### src/rtl/bcd_to_bin_seq.sv
// Sequential BCD-to-binary converter (reverse double-dabble).
// A {bcd, bin} register is shifted right W times. After each shift, every BCD
// digit that is 8 or more has 3 subtracted, so the binary field fills with the
// result from the top down. One conversion runs per start/done handshake.
// Requests with a digit above 9 finish at once with err set, and bin_out is left unchanged.
module bcd_to_bin_seq #(
  parameter int NDIG = 2,
  parameter int W    = 7
) (
  input  logic              clk,
  input  logic              rst,
  input  logic              start,
  input  logic [4*NDIG-1:0] bcd_in,
  output logic              busy,
  output logic              done,
  output logic              err,
  output logic [W-1:0]      bin_out
);

  localparam int SRW = 4*NDIG + W;
  localparam int CW  = $clog2(W + 1);

  typedef enum logic {
    IDLE,
    SHIFT
  } state_t;

  state_t           state_q, state_d;
  logic [SRW-1:0]   sr_q, sr_d;
  logic [CW-1:0]    cnt_q, cnt_d;
  logic             busy_q, busy_d;
  logic             done_q, done_d;
  logic             err_q, err_d;
  logic [W-1:0]     bin_q, bin_d;

  logic             digits_ok;
  logic [SRW-1:0]   shifted;
  logic [SRW-1:0]   corrected;

  // Flag whether every input digit is a legal decimal digit (0..9)
  always_comb begin
    digits_ok = 1'b1;
    for (int unsigned i = 0; i < NDIG; i++) begin
      if (bcd_in[4*i +: 4] > 4'd9) begin
        digits_ok = 1'b0;
      end
    end
  end

  // One reverse double-dabble step: shift right, then subtract 3 from digits >= 8
  always_comb begin
    shifted   = sr_q >> 1;
    corrected = shifted;
    for (int unsigned i = 0; i < NDIG; i++) begin
      if (shifted[W + 4*i + 3]) begin
        corrected[W + 4*i +: 4] = shifted[W + 4*i +: 4] - 4'd3;
      end
    end
  end

  // Next-state and output logic for the IDLE/SHIFT controller
  always_comb begin
    state_d = state_q;
    sr_d    = sr_q;
    cnt_d   = cnt_q;
    busy_d  = busy_q;
    done_d  = 1'b0;
    err_d   = err_q;
    bin_d   = bin_q;
    case (state_q)
      IDLE: begin
        if (start) begin
          if (digits_ok) begin
            sr_d    = {bcd_in, {W{1'b0}}};
            cnt_d   = CW'(W);
            busy_d  = 1'b1;
            err_d   = 1'b0;
            state_d = SHIFT;
          end else begin
            done_d = 1'b1;
            err_d  = 1'b1;
          end
        end
      end
      SHIFT: begin
        sr_d  = corrected;
        cnt_d = cnt_q - CW'(1);
        if (cnt_q == CW'(1)) begin
          state_d = IDLE;
          busy_d  = 1'b0;
          done_d  = 1'b1;
          bin_d   = corrected[W-1:0];
        end
      end
      default: begin
        state_d = IDLE;
        busy_d  = 1'b0;
      end
    endcase
  end

  // State and datapath registers with asynchronous reset
  always_ff @(posedge clk or posedge rst) begin
    if (rst) begin
      state_q <= IDLE;
      sr_q    <= '0;
      cnt_q   <= '0;
      busy_q  <= 1'b0;
      done_q  <= 1'b0;
      err_q   <= 1'b0;
      bin_q   <= '0;
    end else begin
      state_q <= state_d;
      sr_q    <= sr_d;
      cnt_q   <= cnt_d;
      busy_q  <= busy_d;
      done_q  <= done_d;
      err_q   <= err_d;
      bin_q   <= bin_d;
    end
  end

  assign busy    = busy_q;
  assign done    = done_q;
  assign err     = err_q;
  assign bin_out = bin_q;

endmodule

### config.mk
export PLATFORM = sky130hd
export DESIGN_NAME = bcd_to_bin_seq
export DESIGN_NICKNAME = d
export VERILOG_FILES = /design/src/rtl/bcd_to_bin_seq.sv
export SDC_FILE = /design/constraint.sdc
export NUM_CORES = 1
export LEC_CHECK = 0
export ABC_AREA = 1
export CAP_MARGIN = 30
export CORE_MARGIN = 2
export CORE_UTILIZATION = 45
export DETAILED_ROUTE_END_ITERATION = 10
export PLACE_DENSITY = 0.69
export SETUP_SLACK_MARGIN = 0.05
export SYNTH_ARGS = -nofsm -noshare
export SYNTH_HDL_FRONTEND = slang
export SYNTH_SLANG_ARGS = --single-unit
### constraint.sdc
create_clock -name clk -period 3.3 [get_ports clk]
set_input_delay 0.66 -clock clk [delete_from_list [all_inputs] [get_ports clk]]
set_output_delay 0.66 -clock clk [all_outputs]
set_load 0.05 [all_outputs]
# == Word level (Yosys, flattened, before mapping) ==
# Index checks and enable logic that the tools add are counted.
# op_classes
n_reduce_logical,4
mul,0
div,0
bitwise_logic,1
order_cmp,2
n_eq_ne,4
add_sub_neg,2
muxes,21
n_shift,0
# op_table
cell,n
15-bit 2-to-1 mux,2
15-bit case mux with 2 select lines,1
1-bit 2-to-1 mux,11
4-bit greater-than comparator (second input constant),2
3-bit 2-to-1 mux,2
1-bit case mux with 2 select lines,3
3-bit case mux with 2 select lines,1
2-bit AND reduction,3
4-bit 2-to-1 mux,1
2-bit inequality test (second input constant),2
4-bit by 2-bit subtractor with 4-bit output (second input constant),1
3-bit by 1-bit == test with 1-bit output (second input constant),1
3-bit AND reduction,1
3-bit by 1-bit subtractor with 3-bit output (second input constant),1
2-bit by 1-bit inequality test with 1-bit output (second input constant),1
1-bit NOT,1
# word_totals
reg_bits,29
mem_bits_ro,0
latch_bits,0
inputBits,11
out_inout_bits,10
mem_bits_rw,0
memories,0
word_cells,41

# == Depth between registers and ports, before layout ==
# Gate-level depths: netlist of run 1.
# depth
ltp_word,6
mapped_depth,8
mapped_depth_nobuf,8

# == Least setup slack after synthesis of run 1 ==
# OpenSTA, ideal clock, no wires.
# synth_timing
path_type,input port to flip-flop
from,in bcd_in[5]
to,reg sr_q[8]
cell_stages,5
path_buffers,1
setup_time_ps,117
required_time_ps,3183
t_arrival_ps,1242
setup_slack_ps,1942
path_cell_list,o21ai_4 -> nand3_4 -> buf_6 -> nand3_1 -> nand2_1
# synth_between
elab_chain_cells,4
# synth_rtl
item,line_no,source
start: declaration,13,"input logic [4*NDIG-1:0] bcd_in,"
4-bit greater-than comparator,44,if (bcd_in[4*i +: 4] > 4'd9) begin
1-bit 2-to-1 mux,44,
2-bit inequality test (no source line),-,
2-bit AND reduction (no source line),-,
end signal: assignment,114,sr_q <= sr_d;
end: declaration,29,"logic [SRW-1:0] sr_q, sr_d;"
# Every way passes these cells.
# A chain may end at the register's enable or synchronous reset.

# == Final worst setup path of run 1 ==
# layout_timing
from,reg bin_q[6] (netlist: bin_out[6])
to,out bin_out[6]
# layout_rtl
item,line_no,source
start: declaration,34,"logic [W-1:0] bin_q, bin_d;"
start signal: assignment,119,bin_q <= bin_d;
end: declaration,17,output logic [W-1:0] bin_out
# No word-level cell between the ends.

==> impl_metrics.csv, run 1 <==
group,metric,value,unit
timing,slew_violations,0,
global_routing,grt_pass1_vias,1058,
setup_path,endpoint_kind,"output port",
route,viasPerCell,4.991,
flow_run,cap_violations,0,
die,die_area,3478,um^2
timing,finalSetupTns,0,ns
clock_network,cts_tree,"built",
setup_path,required,2.64,ns
setup_path,path_buf_inv,1,
die,ios,21,
clock_network,path_clk_slew,0.15,ns
route,drt_wl_total,2519,um
synth,synthTopCellsByArea,"dfrtp_1 52%, nand2_1 21%, nand3_1 6.3%, ha_1 2.8%, inv_1 2.5%",
die,start_util,48.48,%
clock_network,cts.sinks,28,
synth,synth_nets,175,
timing,fmax,0.4608,GHz
die,rows,19,
route,drc,2,
global_routing,antenna_found_initial,0,
placement,dp_hpwl,1792,um
clock_network,cts_setup_buffers,0,
timing,grt_setup_unrepaired,"false",
setup_path,max_stage_delay,0.80,ns
die,core_area,2805,um^2
synth,synth-seq-cells,28,
status,outcome,"complete, but fails checks",
global_routing,grt_max_degree,29,
timing,skew,0.002806,ns
global_routing,track_usage,17.31,%
clock_network,clockBufferDepth,2,
global_routing,grt_overflow,0,
die,die_h,58.98,um
timing,layout_min_cycle_time,2.170,ns
power,p_leak,0.8297,nW
route,route.antenna.remaining_nets,0,
final_layout,diodes,0,
final_layout,drive_above_1_share,7.735,%
synth,synth_cells,161,
clock_network,cts_hold_buf,0,
timing,hold_viol_final,0,
synth,synth_area_leader_cell,"dfrtp_1",
synth,yosysTopAreaCellShare,51.52,%
power,powerDensity,966.2,nW/um^2
die,die_w,58.98,um
synth,synth.avg_cell_area,8.448,um^2
timing,hold_slack,0.4951,ns
clock_network,htreeDepth,1,
synth,yosysSeqAreaShare,51.52,%
synth,netlist_area,1360,um^2
clock_network,cts_root_buf,"clkbuf_4",
global_routing,grt_pass1_wl,4595,um
setup_path,slowest_stage,"clkdlybuf4s50_1",
timing,worst_pin_slew,0.6127,ns
route,routedWlPerCell,11.88,um
synth,yosys_warnings,0,
power,ir_drop,610.4,uV
route,vias,1058,
synth,synth.distinct_cells,20,
setup_path,critical_path.cell_chain,"clkdlybuf4s50_1",
setup_path,critPathKind,"reg2out",
clock_network,cts_resized,0,
status,violations,"design-rule violations",
route,first_pass_iters,7,
min_path,hold_path.class,"reg2reg",
placement,numPortBuffers,20,
final_layout,final_nets,196,
setup_path,crit_fanout,2,
placement,place_congestion,0.8213,
setup_path,arrival,1.51,ns
clock_network,cts_buffers,3,
setup_path,path_delay_family,"buffers and inverters",
setup_path,cp-start-kind,"flop",
final_layout,area_delta_synth_final,17.66,%
timing,slew_headroom,59.15,%
timing,timing.final.crit_share,65.76,%
clock_network,clock_latency,0.33,ns
timing,setup_viol,0,
route,drt-initial-drc-count,51,
synth_stat cells:
cell type   n
nor2_1      3
o21a_1      1
ha_1        3
inv_1       9
nand3_1    17
a21oi_4     1
a21oi_1     5
nand3_2     2
nand4_1     1
nand2_1    76
o21ai_4     2
nand3_4     1
buf_2       1
dfrtp_1    28
buf_4       2
inv_2       2
o21ai_1     1
o21ai_0     3
nand2_4     1
buf_6       2
cells by family (layout without fill, tap and decap cells):
logic type,Yosys count,count (layout),synth area share [%]
compound gates,13,13,7.451
buf+inv,16,36,6.163
simple gates,101,101,32.11
flops,28,28,51.52
fa+ha+maj,3,3,2.760
cell usage in the layout (no fill, tap or decap):
cell	n
buf_4	1
o21a_1	1
o21ai_1	1
a21oi_4	1
nand4_1	1
ha_1	3
inv_1	9
nand3_4	1
clkdlybuf4s50_1	20
dfrtp_1	28
nand2_4	1
o21ai_4	2
clkbuf_4	3
a21oi_1	5
nand2_1	76
nor2_1	3
clkbuf_8	1
inv_2	2
nand3_1	17
o21ai_0	3
nand3_2	2
path summary, 6_finish.rpt:
| check | slack (ns) | cells past startpoint | endpoint | startpoint |
|---|---|---|---|---|
| max | 1.13 | 1 | bin_out[6] | bin_out[6] |
| min | 0.50 | 2 | bin_out[4] | bin_out[4] |
| max reg2reg | 1.66 | 6 | sr_q[7] | state_q |
| min reg2reg | 0.50 | 2 | bin_out[4] | bin_out[4] |
| max in group asynchronous | 2.38 | 3 | sr_q[13] | rst |
| min in group asynchronous | 0.67 | 3 | bin_out[0] | rst |
power by group:
| part | total (W) | switching (W) | internal, W |
|---|---|---|---|
| clock | 0.000171 | 0.000103 | 0.0000676 |
| combinational | 0.000748 | 0.000484 | 0.000264 |
| sequential | 0.000628 | 0.000132 | 0.000496 |
tightest hold or removal path, stage by stage, from the launching register on:
cell and delay, ns:
dfrtp_1 0.37, nand2_1 0.05, nand2_1 0.05
final cells by class:
class / count / area (um^2)
Clock buffer: 4 / 36.28
Fill cell: 285 / 1205
Inverter: 11 / 41.29
Multi-Input combinational cell: 117 / 575.6
Sequential cell: 28 / 700.7
Tap cell: 31 / 38.79
Timing Repair Buffer: 21 / 207.7
per-stage QoR:
stage | total power (W) | utilization, % | setup slack, ns | cells | cell area (um^2)
after detailed placement | 0.001391 | 55.75 | 1.276 | 208 | 1564
after global routing | 0.001685 | 57.05 | 1.067 | 212 | 1600
after floorplan | 0.001195 | - | 1.942 | 161 | 1360
after global placement | 0.001365 | 55.75 | 1.325 | 208 | 1564
final | 0.001546 | 57.05 | 1.130 | 212 | 1600
after CTS | 0.001561 | 57.05 | 1.113 | 212 | 1600
per-layer routing:
layer | vias up | part of all wire (%) | track usage (%) | routed length [um]
met5 | - | 0 | 0 | 0
met3 | 4 | 4.3 | 2.838 | 108
met2 | 22 | 48 | 30.00 | 1201
met4 | 0 | 1.2 | 4.870 | 29
met1 | 480 | 47 | 22.36 | 1180
li1 | 552 | - | - | -
sequential cells by signal, summed over array words and instances, names as in the netlist:
register / count
err: 1
cnt_q: 3
busy: 1
state_q: 1
bin_out: 7
sr_q: 14
done: 1
Power figures use the tool's default switching activity.
==> inputs of run 2 (changes only) <==
--- a/config.mk
+++ b/config.mk
@@ -10,7 +10,7 @@
 export CORE_MARGIN = 2
 export CORE_UTILIZATION = 45
 export DETAILED_ROUTE_END_ITERATION = 10
-export PLACE_DENSITY = 0.69
+export PLACE_DENSITY = 0.71
 export SETUP_SLACK_MARGIN = 0.05
 export SYNTH_ARGS = -nofsm -noshare
 export SYNTH_HDL_FRONTEND = slang
==> constraint.sdc (replaced) <==
create_clock -name clk -period 1.8 [get_ports clk]
set_input_delay 0.36 -clock clk [delete_from_list [all_inputs] [get_ports clk]]
set_output_delay 0.36 -clock clk [all_outputs]
set_load 0.05 [all_outputs]
==> run 2 against run 1 <==
  * Non-clock buffer count rose by 4
  * The flow still finishes with violations (design-rule violations)
  * Wire length fell by 3.5%
  * Final cell count rose by 1.4%
  * Largest power group unchanged
  * Hold slack got worse by 0.10 ns
  * Critical path depth rose by 5
  * Design area fell by 0.55%
  * Critical path type is now in2reg
  * Via count rose by 1.1%
  * Count of clock-buffer cells in the layout fell by 1
  * Die area did not move
==> impl_metrics.csv, run 2 (synthesized netlist as in run 1, its figures left out) <==
group,metric,value,unit
status,outcome,"complete, but fails checks",
final_layout,multiInputGateArea,575.6,um^2
die,start_util,48.48,%
placement,numPortBuffers,20,
timing,fin_ws,0.4556,ns
setup_path,required,2.06,ns
flow_run,cap_violations,0,
global_routing,antenna_found_initial,0,
final_layout,mostFrequentLayoutCell,"nand2_1",
power,p_sw,0.001304,W
die,die_w,58.98,um
clock_network,cts_hold_buf,0,
setup_path,crit_fanout,17,
setup_path,r2r_cells,7,
global_routing,grt_max_degree,29,
clock_network,cts_tree,"built",
final_layout,fin_util,56.74,%
final_layout,drive_above_1_share,14.67,%
setup_path,critical_path.cell_chain,"clkdlybuf4s50_1 -> o21ai_4 -> nand3_4 -> nand2_4 -> nand2_1 -> nand2_1",
route,drc,3,
clock_network,cts_setup_buffers,0,
timing,setup_viol,0,
global_routing,grt_overflow,0,
route,drt_wl_total,2430,um
die,die_area,3478,um^2
final_layout,diodes,0,
power,p_leak,0.8548,nW
placement,pre_cts_slack,0.1054,ns
placement,place_congestion,0.8504,
power,cell_internal_pwr,0.001477,W
global_routing,grt_pass1_vias,1069,
timing,timing.final.crit_share,74.69,%
clock_network,cts_buffers,3,
setup_path,r2r_setup_slack,0.48,ns
clock_network,clockBufferDepth,2,
status,violations,"design-rule violations",
die,die_h,58.98,um
global_routing,grt_pass1_wl,4616,um
setup_path,cp_common_cell,"nand2_1",
timing,fmax,0.7439,GHz
final_layout,area_delta_synth_final,17.02,%
setup_path,arrival,1.61,ns
setup_path,max_stage_delay,0.46,ns
placement,dp_hpwl,1789,um
timing,worst_pin_slew,0.3527,ns
timing,skew,0.002781,ns
setup_path,path_delay_family,"simple AND/OR/NAND/NOR gates",
final_layout,fillers,273,
die,ios,21,
clock_network,clock_latency,0.31,ns
power,powerDensity,1748,nW/um^2
power,p_comb_share,50.5,%
setup_path,critPathKind,"in2reg",
setup_path,path_buf_inv,1,
timing,slew_headroom,76.48,%
power,p_clk_share,8.8,%
final_layout,final_cell_mix,"76 x nand2_1, 28 x dfrtp_1, 17 x nand3_1",
timing,grt_setup_unrepaired,"false",
final_layout,top_register,"sr_q",
setup_path,timing.rr.start,"state_q",
route,vias,1070,
clock_network,cts_resized,0,
power,ir_drop,870.8,uV
global_routing,track_usage,17.12,%
power,seq_power_share,40.7,%
timing,hold_slack,0.3921,ns
die,rows,19,
final_layout,final_nets,200,
clock_network,cts_root_buf,"clkbuf_4",
setup_path,cp-start-kind,"primary input",
clock_network,cts.sinks,28,
clock_network,path_clk_slew,0.14,ns
timing,hold_viol_final,0,
final_layout,seqCellArea,700.7,um^2
setup_path,cp-startpoint,"bcd_in[2]",
timing,slew_violations,0,
route,routedWlPerCell,11.30,um
clock_network,htreeDepth,1,
timing,finalSetupTns,0,ns
route,drt-initial-drc-count,36,
route,first_pass_iters,7,
setup_path,endpoint_kind,"flop",
power,netSwitchingFraction,46.88,%
setup_path,slowest_stage,"clkdlybuf4s50_1",
setup_path,critical_path_cell_count,6,
timing,layout_min_cycle_time,1.344,ns
min_path,hold_path.class,"in2async",
final_layout,largest_reg_flops,14,
route,viasPerCell,4.977,
route,route.antenna.remaining_nets,0,
die,core_area,2805,um^2
[run 2: worst min-delay path, delay by kind of cell]
family | cells | cell delay, ns
buffers and inverters | 3 | 0.76
[run 2: worst paths after layout]
path,end
min in group clk,bin_out[2]
max,sr_q[7]
max in group asynchronous,bin_out[4]
min,sr_q[14]
min reg2reg,bin_out[2]
max reg2reg,sr_q[7]
[run 2: final cells by class]
cell class | count | area share [%]
inverter | 11 | 2.594
multi-input combinational | 117 | 36.16
timing repair buffer | 25 | 13.36
sequential | 28 | 44.03
clock buffer | 3 | 1.415
tap | 31 | 2.437
[run 2: metrics by stage]
step           instances  power [W]  area [um^2]
6_report             215   0.002781         1592
5_1_grt              215   0.003052         1592
4_1_cts              215   0.002812         1592
3_5_place_dp         212   0.002565         1569
3_3_place_gp         212   0.002522         1569
2_1_floorplan        161   0.002191         1360
[run 2: per-layer routing]
metal	track usage, %	part of all wire [%]	up-vias
li1	-	-	557
met1	23.08	47	489
met2	28.41	47	22
met3	2.838	5.5	2
met4	5.195	0.66	0
met5	0	0	-
[run 2: power groups by stage]
stage	Sequential [W]	Clock [W]	Combinational (W)
6_report	0.00113	0.000246	0.00140
5_1_grt	0.00118	0.000281	0.00159
4_1_cts	0.00113	0.000256	0.00142
3_5_place_dp	0.00115	0	0.00142
3_3_place_gp	0.00114	0	0.00139
2_1_floorplan	0.00143	0	0.000757
==> inputs of run 3 (changes only) <==
==> constraint.sdc (replaced) <==
create_clock -name clk -period 1.2 [get_ports clk]
set_input_delay 0.24 -clock clk [delete_from_list [all_inputs] [get_ports clk]]
set_output_delay 0.24 -clock clk [all_outputs]
set_load 0.05 [all_outputs]
==> run 3 against run 2 <==
  * The run still ends with design-rule violations left
  * Setup slack got worse by 0.43 ns
  * Total power increased by 86%
  * First-iteration DRC count decreased by 42%
  * Combinational power increased by 110%
  * Wire length increased by 13%
  * Critical path depth decreased by 5
  * Non-clock buffer count increased by 19
  * Flip-flop and latch count unchanged
  * Register-to-register slack got worse by 0.36 ns
  * Global-route usage increased by 0.96 points
  * Via count increased by 9.4%
  * Count of clock-buffer cells in the layout increased by 1
==> impl_metrics.csv, run 3 (synthesized netlist as in run 1, its figures left out) <==
group,metric,value,unit
setup_path,arrival,0.93,ns
route,drt-initial-drc-count,21,
die,ios,21,
setup_path,cp-start-kind,"flop",
global_routing,grt_pass1_wl,4885,um
setup_path,critPathKind,"reg2out",
setup_path,endpoint_kind,"output port",
die,die_area,3478,um^2
final_layout,fin_cells,235,
setup_path,path_buf_inv,1,
route,viasPerCell,4.983,
route,drc,3,
global_routing,grt_max_degree,29,
power,p_sw,0.002208,W
power,cell_internal_pwr,0.002964,W
placement,place_congestion,0.8412,
final_layout,fin_util,69.22,%
route,vias,1171,
power,ir_drop,1528,uV
die,rows,19,
power,p_leak,1.026,nW
global_routing,grt_pass1_vias,1112,
final_layout,mostFrequentLayoutCell,"nand2_1",
final_layout,final_cell_mix,"76 x nand2_1, 27 x dfrtp_1, 20 x buf_4",
final_layout,diodes,0,
die,die_h,58.98,um
die,die_w,58.98,um
global_routing,track_usage,18.08,%
setup_path,crit_fanout,2,
setup_path,path_delay_family,"flip-flops",
placement,dp_hpwl,1867,um
die,core_area,2805,um^2
placement,numPortBuffers,20,
final_layout,largest_reg_flops,14,
clock_network,clockBufferDepth,2,
final_layout,top_register,"sr_q",
die,start_util,48.48,%
clock_network,cts_root_buf,"clkbuf_4",
final_layout,final_nets,219,
timing,slew_violations,0,
final_layout,area_delta_synth_final,42.78,%
power,p_comb_share,56.5,%
timing,hold_slack,0.2237,ns
status,outcome,"complete, but fails checks",
timing,grt_setup_unrepaired,"true",
power,p_clk_share,8.9,%
timing,setup_viol,0,
placement,dp_cells,219,
timing,worst_pin_slew,0.2388,ns
clock_network,cts_buffers,3,
route,routedWlPerCell,11.71,um
timing,finalSetupTns,0,ns
setup_path,slowest_stage,"dfrtp_1",
placement,placed_area,1772,um^2
timing,skew,0.006223,ns
timing,hold_viol_final,0,
setup_path,max_stage_delay,0.44,ns
clock_network,cts.sinks,28,
route,route.antenna.remaining_nets,0,
power,seq_power_share,34.6,%
setup_path,critical_path.cell_chain,"buf_12",
clock_network,path_clk_slew,0.15,ns
clock_network,clock_latency,0.33,ns
final_layout,drive_above_1_share,25.49,%
power,powerDensity,2664,nW/um^2
flow_run,cap_violations,0,
global_routing,grt_overflow,0,
route,drt_wl_total,2751,um
global_routing,antenna_found_initial,0,
clock_network,cts_tree,"built",
final_layout,postLayoutCellArea,1942,um^2
min_path,hold_path.class,"in2async",
clock_network,htreeDepth,1,
route,first_pass_iters,7,
setup_path,required,0.96,ns
power,netSwitchingFraction,42.69,%
timing,timing.final.crit_share,97.60,%
timing,layout_min_cycle_time,1.171,ns
status,violations,"design-rule violations",
timing,slew_headroom,84.08,%
timing,fmax,0.8538,GHz
==> run 3: power groups by stage <==
| stage | Combinational, W | Sequential [W] | Clock, W |
|---|---|---|---|
| floorplan | 0.00114 | 0.00215 | 0 |
| CTS | 0.00275 | 0.00176 | 0.000475 |
| global placement | 0.00262 | 0.00176 | 0 |
| detailed placement | 0.00268 | 0.00178 | 0 |
| global route | 0.00319 | 0.00185 | 0.000510 |
| finish | 0.00292 | 0.00179 | 0.000462 |
==> run 3: through the flow <==
step	total power [W]	worst slack (ns)
finish	0.005173	0.02881
global route	0.005551	-0.01012
CTS	0.004982	0.01992
detailed placement	0.004464	-0.3352
global placement	0.004379	-0.3151
floorplan	0.003286	0.1440
==> run 3: layout make-up <==
class | count | area (um^2)
clock buffer | 4 | 36.28
fill | 211 | 863.3
inverter | 11 | 46.29
multi-input combinational | 117 | 598.1
sequential | 28 | 701.9
tap | 31 | 38.79
timing repair buffer | 44 | 520.5
==> run 3: final timing paths <==
path                           start  cells past startpoint         end  slack, ns
max                             busy                      1        busy       0.03
min                              rst                      3         err       0.22
max reg2reg                  sr_q[8]                      5     sr_q[8]       0.12
min reg2reg                  sr_q[1]                      2  bin_out[0]       0.50
max in group asynchronous        rst                      3     state_q       0.82
min in group clk           bcd_in[1]                      5     sr_q[8]       0.31
==> run 3: repair_timing <==
action	4_1_cts	5_1_grt
cloned	0	0
endpoints found under the setup margin	20	31
hold buffers	0	0
pin swaps	1	6
setup buffers	7	5
resized for setup	0	15
==> run 3: per-layer routing <==
| layer | wire [um] | GRT usage [%] | vias to the layer above |
|---|---|---|---|
| met5 | 0 | 0 | - |
| met4 | 43 | 4.870 | 0 |
| met3 | 90 | 2.838 | 6 |
| met2 | 1326 | 31.59 | 19 |
| met1 | 1291 | 23.30 | 548 |
| li1 | - | - | 598 |
